--- src/rtl/retire_multi.sv ---
// rtl/retire_multi.sv - multi-slot ROB retirement with store handshake and mispredict flush
// Oldest-first in-order commit of up to COMMIT_WIDTH head entries per cycle.
module retire_multi #(
  parameter int COMMIT_WIDTH      = 2,
  parameter int PHY_RF_ADDR_WIDTH = 6,
  parameter int XLEN              = 32
) (
  input  logic                                        clk,
  input  logic                                        rst,
  input  logic [COMMIT_WIDTH-1:0]                     head_valid,
  input  logic [COMMIT_WIDTH-1:0]                     head_ready,
  input  logic [COMMIT_WIDTH-1:0]                     head_is_store,
  input  logic [COMMIT_WIDTH-1:0]                     head_has_dest,
  input  logic [COMMIT_WIDTH-1:0]                     head_mispredict,
  input  logic [COMMIT_WIDTH*PHY_RF_ADDR_WIDTH-1:0]   head_old_phy,
  input  logic [COMMIT_WIDTH*XLEN-1:0]                head_target,
  input  logic [COMMIT_WIDTH*XLEN-1:0]                head_st_addr,
  input  logic [COMMIT_WIDTH*XLEN-1:0]                head_st_data,
  output logic [$clog2(COMMIT_WIDTH+1)-1:0]           commit_cnt,
  output logic [COMMIT_WIDTH-1:0]                     free_en,
  output logic [COMMIT_WIDTH*PHY_RF_ADDR_WIDTH-1:0]   free_addr,
  output logic                                        dmem_wr_en,
  output logic [XLEN-1:0]                             dmem_addr,
  output logic [XLEN-1:0]                             dmem_data,
  input  logic                                        dmem_valid_in,
  output logic                                        mispredicted_branch,
  output logic [XLEN-1:0]                             pc_to_jump,
  output logic [63:0]                                 instret
);

  localparam int N  = COMMIT_WIDTH;
  localparam int CW = $clog2(COMMIT_WIDTH+1);

  typedef enum logic [1:0] {IDLE, ST_WAIT, FLUSH} state_t;

  state_t          state;
  logic [CW-1:0]   cnt_c;
  logic [N-1:0]    free_c;
  logic            go;
  logic            mp_hit;
  logic [XLEN-1:0] mp_tgt;
  logic            store_go;
  logic            wr_q;
  logic            flush_q;
  logic [XLEN-1:0] addr_q;
  logic [XLEN-1:0] data_q;
  logic [XLEN-1:0] pc_q;
  logic [63:0]     instret_q;

  // Only slot 0 ever launches a store; younger slots' store fields are ignored.
  logic unused_slots;
  assign unused_slots = ^{head_st_addr, head_st_data};

  always_comb begin
    cnt_c    = '0;
    free_c   = '0;
    go       = 1'b1;
    mp_hit   = 1'b0;
    mp_tgt   = '0;
    store_go = 1'b0;
    if (!rst) begin
      case (state)
        IDLE: begin
          // A slot commits only while every older slot committed and no older branch mispredicted.
          for (int i = 0; i < N; i++) begin
            if (go && head_valid[i] && head_ready[i] && !head_is_store[i]) begin
              cnt_c     = cnt_c + CW'(1);
              free_c[i] = head_has_dest[i];
              if (head_mispredict[i]) begin
                go     = 1'b0;
                mp_hit = 1'b1;
                mp_tgt = head_target[i*XLEN +: XLEN];
              end
            end else begin
              go = 1'b0;
            end
          end
          store_go = head_valid[0] && head_ready[0] && head_is_store[0];
        end
        ST_WAIT: begin
          if (dmem_valid_in) begin
            cnt_c     = CW'(1);
            free_c[0] = head_has_dest[0];
          end
        end
        default: ;
      endcase
    end
  end

  always_ff @(posedge clk or posedge rst) begin
    if (rst) begin
      state     <= IDLE;
      wr_q      <= 1'b0;
      flush_q   <= 1'b0;
      addr_q    <= '0;
      data_q    <= '0;
      pc_q      <= '0;
      instret_q <= '0;
    end else begin
      instret_q <= instret_q + 64'(cnt_c);
      case (state)
        IDLE: begin
          if (mp_hit) begin
            state   <= FLUSH;
            flush_q <= 1'b1;
            pc_q    <= mp_tgt;
          end else if (store_go) begin
            state  <= ST_WAIT;
            wr_q   <= 1'b1;
            addr_q <= head_st_addr[XLEN-1:0];
            data_q <= head_st_data[XLEN-1:0];
          end
        end
        ST_WAIT: begin
          if (dmem_valid_in) begin
            state <= IDLE;
            wr_q  <= 1'b0;
          end
        end
        FLUSH: begin
          state   <= IDLE;
          flush_q <= 1'b0;
        end
        default: begin
          state   <= IDLE;
          wr_q    <= 1'b0;
          flush_q <= 1'b0;
        end
      endcase
    end
  end

  assign commit_cnt          = cnt_c;
  assign free_en             = free_c;
  assign free_addr           = head_old_phy;
  assign dmem_wr_en          = wr_q;
  assign dmem_addr           = addr_q;
  assign dmem_data           = data_q;
  assign mispredicted_branch = flush_q;
  assign pc_to_jump          = pc_q;
  assign instret             = instret_q;

endmodule
--- config.mk ---
export PLATFORM = sky130hd
export DESIGN_NAME = retire_multi
export DESIGN_NICKNAME = d
export VERILOG_FILES = /design/src/rtl/retire_multi.sv
export SDC_FILE = /design/constraint.sdc
export NUM_CORES = 1
export LEC_CHECK = 0
export ABC_CLOCK_PERIOD_IN_PS = 5600
export CORE_AREA = 3 3 151 153
export CTS_CLUSTER_DIAMETER = 80
export DETAILED_ROUTE_END_ITERATION = 6
export DIE_AREA = 0 0 154 156
export GPL_TIMING_DRIVEN = 0
export PLACE_DENSITY = 0.72
export SLEW_MARGIN = 10
export SYNTH_ARGS = -nofsm -noshare
export SYNTH_HDL_FRONTEND = slang
export SYNTH_SLANG_ARGS = --single-unit
--- constraint.sdc ---
create_clock -name clk -period 5.6 [get_ports clk]
set_input_delay 1.12 -clock clk [delete_from_list [all_inputs] [get_ports clk]]
set_output_delay 1.12 -clock clk [all_outputs]
set_load 0.02 [all_outputs]
# --- Yosys cells after proc, flatten, opt, wreduce, memory -nomap -nowiden ---
# Index checks and enable logic that the tools add are counted.
# Widths: inputs -> output; s select.
classes:
  n_addsub: 2
  n_eq_ne: 7
  muxes: 40
  n_bitwise: 3
  reduce_logical: 14
ops:
  columns: ["op", "count"]
  rows:
  - ["$mux 32", 5]
  - ["$add 64x2->64", 1]
  - ["$mux 1", 22]
  - ["$mux 2", 8]
  - ["$ne 2x2->1 const B", 4]
  - ["$pmux 2 s2", 2]
  - ["$logic_and 1x1->1", 6]
  - ["$reduce_and 2->1", 3]
  - ["$pmux 1 s2", 2]
  - ["$reduce_and 4->1", 1]
  - ["$ne 3x3->1 const B", 1]
  - ["$not 1->1", 3]
  - ["$pmux 1 s3", 1]
  - ["$reduce_and 3->1", 1]
  - ["$add 2x1->2 const B", 1]
  - ["$eq 2x1->1 const B", 1]
  - ["$eq 2x2->1 const B", 1]
  - ["$logic_not 1->1", 2]
  - ["$logic_not 2->1", 1]
word_totals:
  register_bits: 164
  inputBits: 217

# --- Depth between registers and ports, before layout ---
logic_depth:
  word_depth: 13
  depth_mapped: 13

# --- Least setup slack after synthesis ---
# Ideal clock, no wire load.
synth_path:
  kind: "input-to-reg"
  from: "input head_is_store[0]"
  to: "register instret_q[58] (netlist: instret[58])"
  setup_time_ns: 0.129
  arrival_ns: 4.364
  setup_slack_ns: 1.107
  cell_stages: 13
  n_path_buf: 1
  cell_sequence: "nand3b_1 -> nor2_1 -> ha_1 -> mux2i_1 -> nor3_1 -> ha_1 -> inv_1 -> fa_1 -> or4_2 -> nor4_4 -> buf_6 -> nand4_1 -> xnor2_1"
synth_via:
  elab_chain_cells: 12
  word_cells_on_any_way: 16
  classes_between: "add/sub (2); mux (9); reduce/logical (5)"
synth_lines:
  columns: ["element", "line_no", "rtl"]
  rows:
  - ["from (decl)", "12", "input logic [COMMIT_WIDTH-1:0] head_is_store,"]
  - ["$logic_not 1->1 *", "66", "if (go && head_valid[i] && head_ready[i] && !head_is_store[i]) begin"]
  - ["$logic_and 1x1->1 *", "66", null]
  - ["parallel branches: the longest is 6 deep, another holds $add 2x1->2", null, null]
  - ["$mux 2 *", "66", null]
  - ["$pmux 2 s2 *", "62", "case (state)"]
  - ["$mux 2 *", "61", "if (!rst) begin"]
  - ["named net commit_cnt[0]", "19", "output logic [$clog2(COMMIT_WIDTH+1)-1:0] commit_cnt,"]
  - ["$add 64x2->64 *", "101", "instret_q <= instret_q + 64'(cnt_c);"]
  - ["to (signal assigned)", "101", null]
  - ["to (decl)", "48", "logic [63:0] instret_q;"]
# Mark *: on every way through the listed nets, which the timed path passes. The select of a mux whose other input is x is not followed.
# A chain may end at the register's enable or synchronous reset.

# --- Final worst setup path ---
layout_path:
  from: "input head_is_store[0]"
  to: "register instret_q[58] (netlist: instret[58])"
layout_via:
  elab_chain_cells: 12
  word_cells_on_any_way: 16
  classes_between: "add/sub (2); mux (9); reduce/logical (5)"
layout_lines:
  columns: ["element", "line_no"]
  rows:
  - ["$logic_not 1->1 *", "66"]
  - ["$logic_and 1x1->1 *", "66"]
  - ["parallel branches: the longest is 6 deep, another holds $add 2x1->2", null]
  - ["$mux 2 *", "66"]
  - ["$pmux 2 s2 *", "62"]
  - ["$mux 2 *", "61"]
  - ["$add 64x2->64 *", "101"]
# Every way passes the cells marked *. The select of a mux whose other input is x is not followed.

==> reports/qor.csv <==
metric;value;unit
clk_pin_slew;0.07;ns
synth_common_cells;164 x dfrtp_1, 64 x mux2_2, 38 x xnor2_1;
first_global_vias;5881;
routed-via-count;5702;
cts_hold_buf;0;
cp_cell_sequence;clkdlybuf4s50_1, nand3b_1, nor2_1, ha_1, mux2i_1, nor3_1, ha_1, inv_1, fa_1, or4_2, nor4_4, buf_6, nand4_1, xnor2_1;
crit_path_end_kind;flop;
fin_util;51.6;%
drc;0;
place_ws;0.335;ns
vdd_drop_max;0.182;mV
synth.avg_cell_area;12.6;um2
syn_inst;562;
syn_to_final_growth;58.6;%
drt-met1-wl;8890;um
maxSlewViolCount;0;
synth_warnings;0;
p_total;0.00363;W
fp.dieH;156;um
drt_iter0_markers;268;
synth_edf_count;0;
antenna_found_initial;0;
post_cts_buffers;0;
initial_core_util;32.5;%
synthFlopType;dfrtp_1;
fin_nets;1121;
fin_crit_sh;87.6;%
crit_top_cell;ha_1;
slowest_delay;0.80;ns
leakage;4.64;nW
critPathKind;input pin to flop;
synth_seq_cells;164;
route.met2.wl;10600;um
rows;54;
grt_max_degree;86;
post-place-cells;1161;
finalSetupViolations;0;
synth_fp_nets;783;
dp.final_hpwl;16200;um
first_pass_iters;4;
met3_wirelength;1460;um
ant_nets;0;
ios;395;
arrival;5.20;ns
core;21700;um2
critical_path_required;5.90;ns
outcome;completed;
grt.overflow.total;0;
hold_viol_final;0;
wirelength;21300;um
reg2regPathDepth;9;
fmax;204;MHz
hp-class;flop to flop;
cts_buffers;17;
yosysMostFrequentCell;dfrtp_1;
finalClockSkew;0.0107;ns
final_cell_count_no_fill;1193;
cts_max_level;4;
ys_types;45;
finalCriticalPeriod;4.90;ns
syn-cell-area;7060;um2
synth_top_area_share;58.2;%
drive_above_1_share;13.9;%
clock_sinks;164;
yosysTopAreaCell;dfrtp_1;
cts_root_buffer;clkbuf_16;
async_reset_ff_share;100;%
dieWidth;154;um
dieArea;24000;um2
worst_setup_path_start_kind;input pin;
worst_slack;0.697;ns
place.gp.congestion;0.783;
diodes;0;
final.setup.tns;0;ns
cts_tree;built;
critPathSlowestCell;or4_2;
ys_top_cells_by_area;dfrtp_1 58%, mux2_2 10%, xnor2_1 4.7%, o2bb2ai_1 4.0%, a22oi_1 3.4%;
synth-seq-area-share;58.2;%
rsz0062_at_grt;false;
top_layer_used;met4;
p_per_area;324;nW/um2
grt_pass1_wl;33500;um
io_buffers;318;
worst-path-max-fanout;10;
worst_pin_slew;1.10;ns
track_usage;17.5;%
cts_resized;0;
avgRoutedWirePerCell;17.9;um
viasPerCell;4.78;
clkLatencyLatePin;0.42;ns
max_cap_viol_count;0;
holdPathStages;1;
relSlewSlack;26.2;%
clock_tree.buffer_depth;2;
==> sequential cells by signal, indices dropped and copies added, names as in the netlist <==
register,flops
dmem_data,32
instret,64
dmem_addr,32
state,2
pc_to_jump,32
dmem_wr_en,1
mispredicted_branch,1
==> through the flow <==
step / hold slack [ns] / area (um2)
floorplan: 0.493 / 7060
global placement: 0.458 / 10600
detailed placement: 0.467 / 10600
CTS: 0.480 / 11200
global route: 0.490 / 11200
finish: 0.471 / 11200
==> critical path, delay by kind of cell <==
kind	cells	cell delay (ns)
AND/OR/NAND/NOR	6	2.27
multiplexers	1	0.06
adder cells (fa/ha/maj)	3	0.86
XOR/XNOR	1	0.18
buffers and inverters	3	0.71
==> where the power goes <==
group / total [W] / internal, W / leakage (nW) / switching (W)
clock: 0.00113 / 0.000633 / 0.270 / 0.000500
combinational: 0.00102 / 0.000550 / 2.27 / 0.000467
sequential: 0.00148 / 0.00137 / 2.10 / 0.000106
==> path summary, 6_finish.rpt <==
check,from,endpoint,slack (ns)
worst max-delay path,head_is_store[0],instret[58],0.70
worst min-delay path,instret[63],instret[63],0.47
worst max register to register,state[0],instret[58],1.90
worst min register to register,instret[63],instret[63],0.47
max in group asynchronous,rst,dmem_data[4],3.50
min in group asynchronous,rst,instret[5],1.32
==> placed cells by master, fill, tap and decap left out, types with 13 or more instances in the layout <==
cell type and instances:
clkdlybuf4s50_1 318, dfrtp_1 164, mux2_2 64, xnor2_1 38
a22oi_1 32, o2bb2ai_1 32, nand2_1 28, nor2_1 26
xor2_1 24, nand3_1 23, clkbuf_1 19, nand4_1 17
clkbuf_16 17, inv_1 16, buf_4 13
==> cell families after synthesis <==
family / Yosys count / synth area share, %
xor+xnor: 62 / 7.70
compound gates: 71 / 7.93
buf+inv: 55 / 3.81
simple gates: 141 / 11.2
mux: 65 / 10.4
flops: 164 / 58.2
fa+ha+maj: 4 / 0.816
==> cell type report <==
class	count	area [um2]
well taps	280	350
clock inverters	12	121
inverters	17	71.3
repair buffers	319	3210
clock buffers	20	447
plain buffers	38	205
flip-flops and latches	164	4100
fillers	1911	10500
multi-input cells	343	2680
==> routing by layer <==
metal	global-route usage [%]	vias up
met5	0	-
met4	5.80	0
met3	4.83	22
met2	28.9	207
met1	22.4	2801
li1	-	2672
No activity file was read; power rests on OpenSTA's default activity.
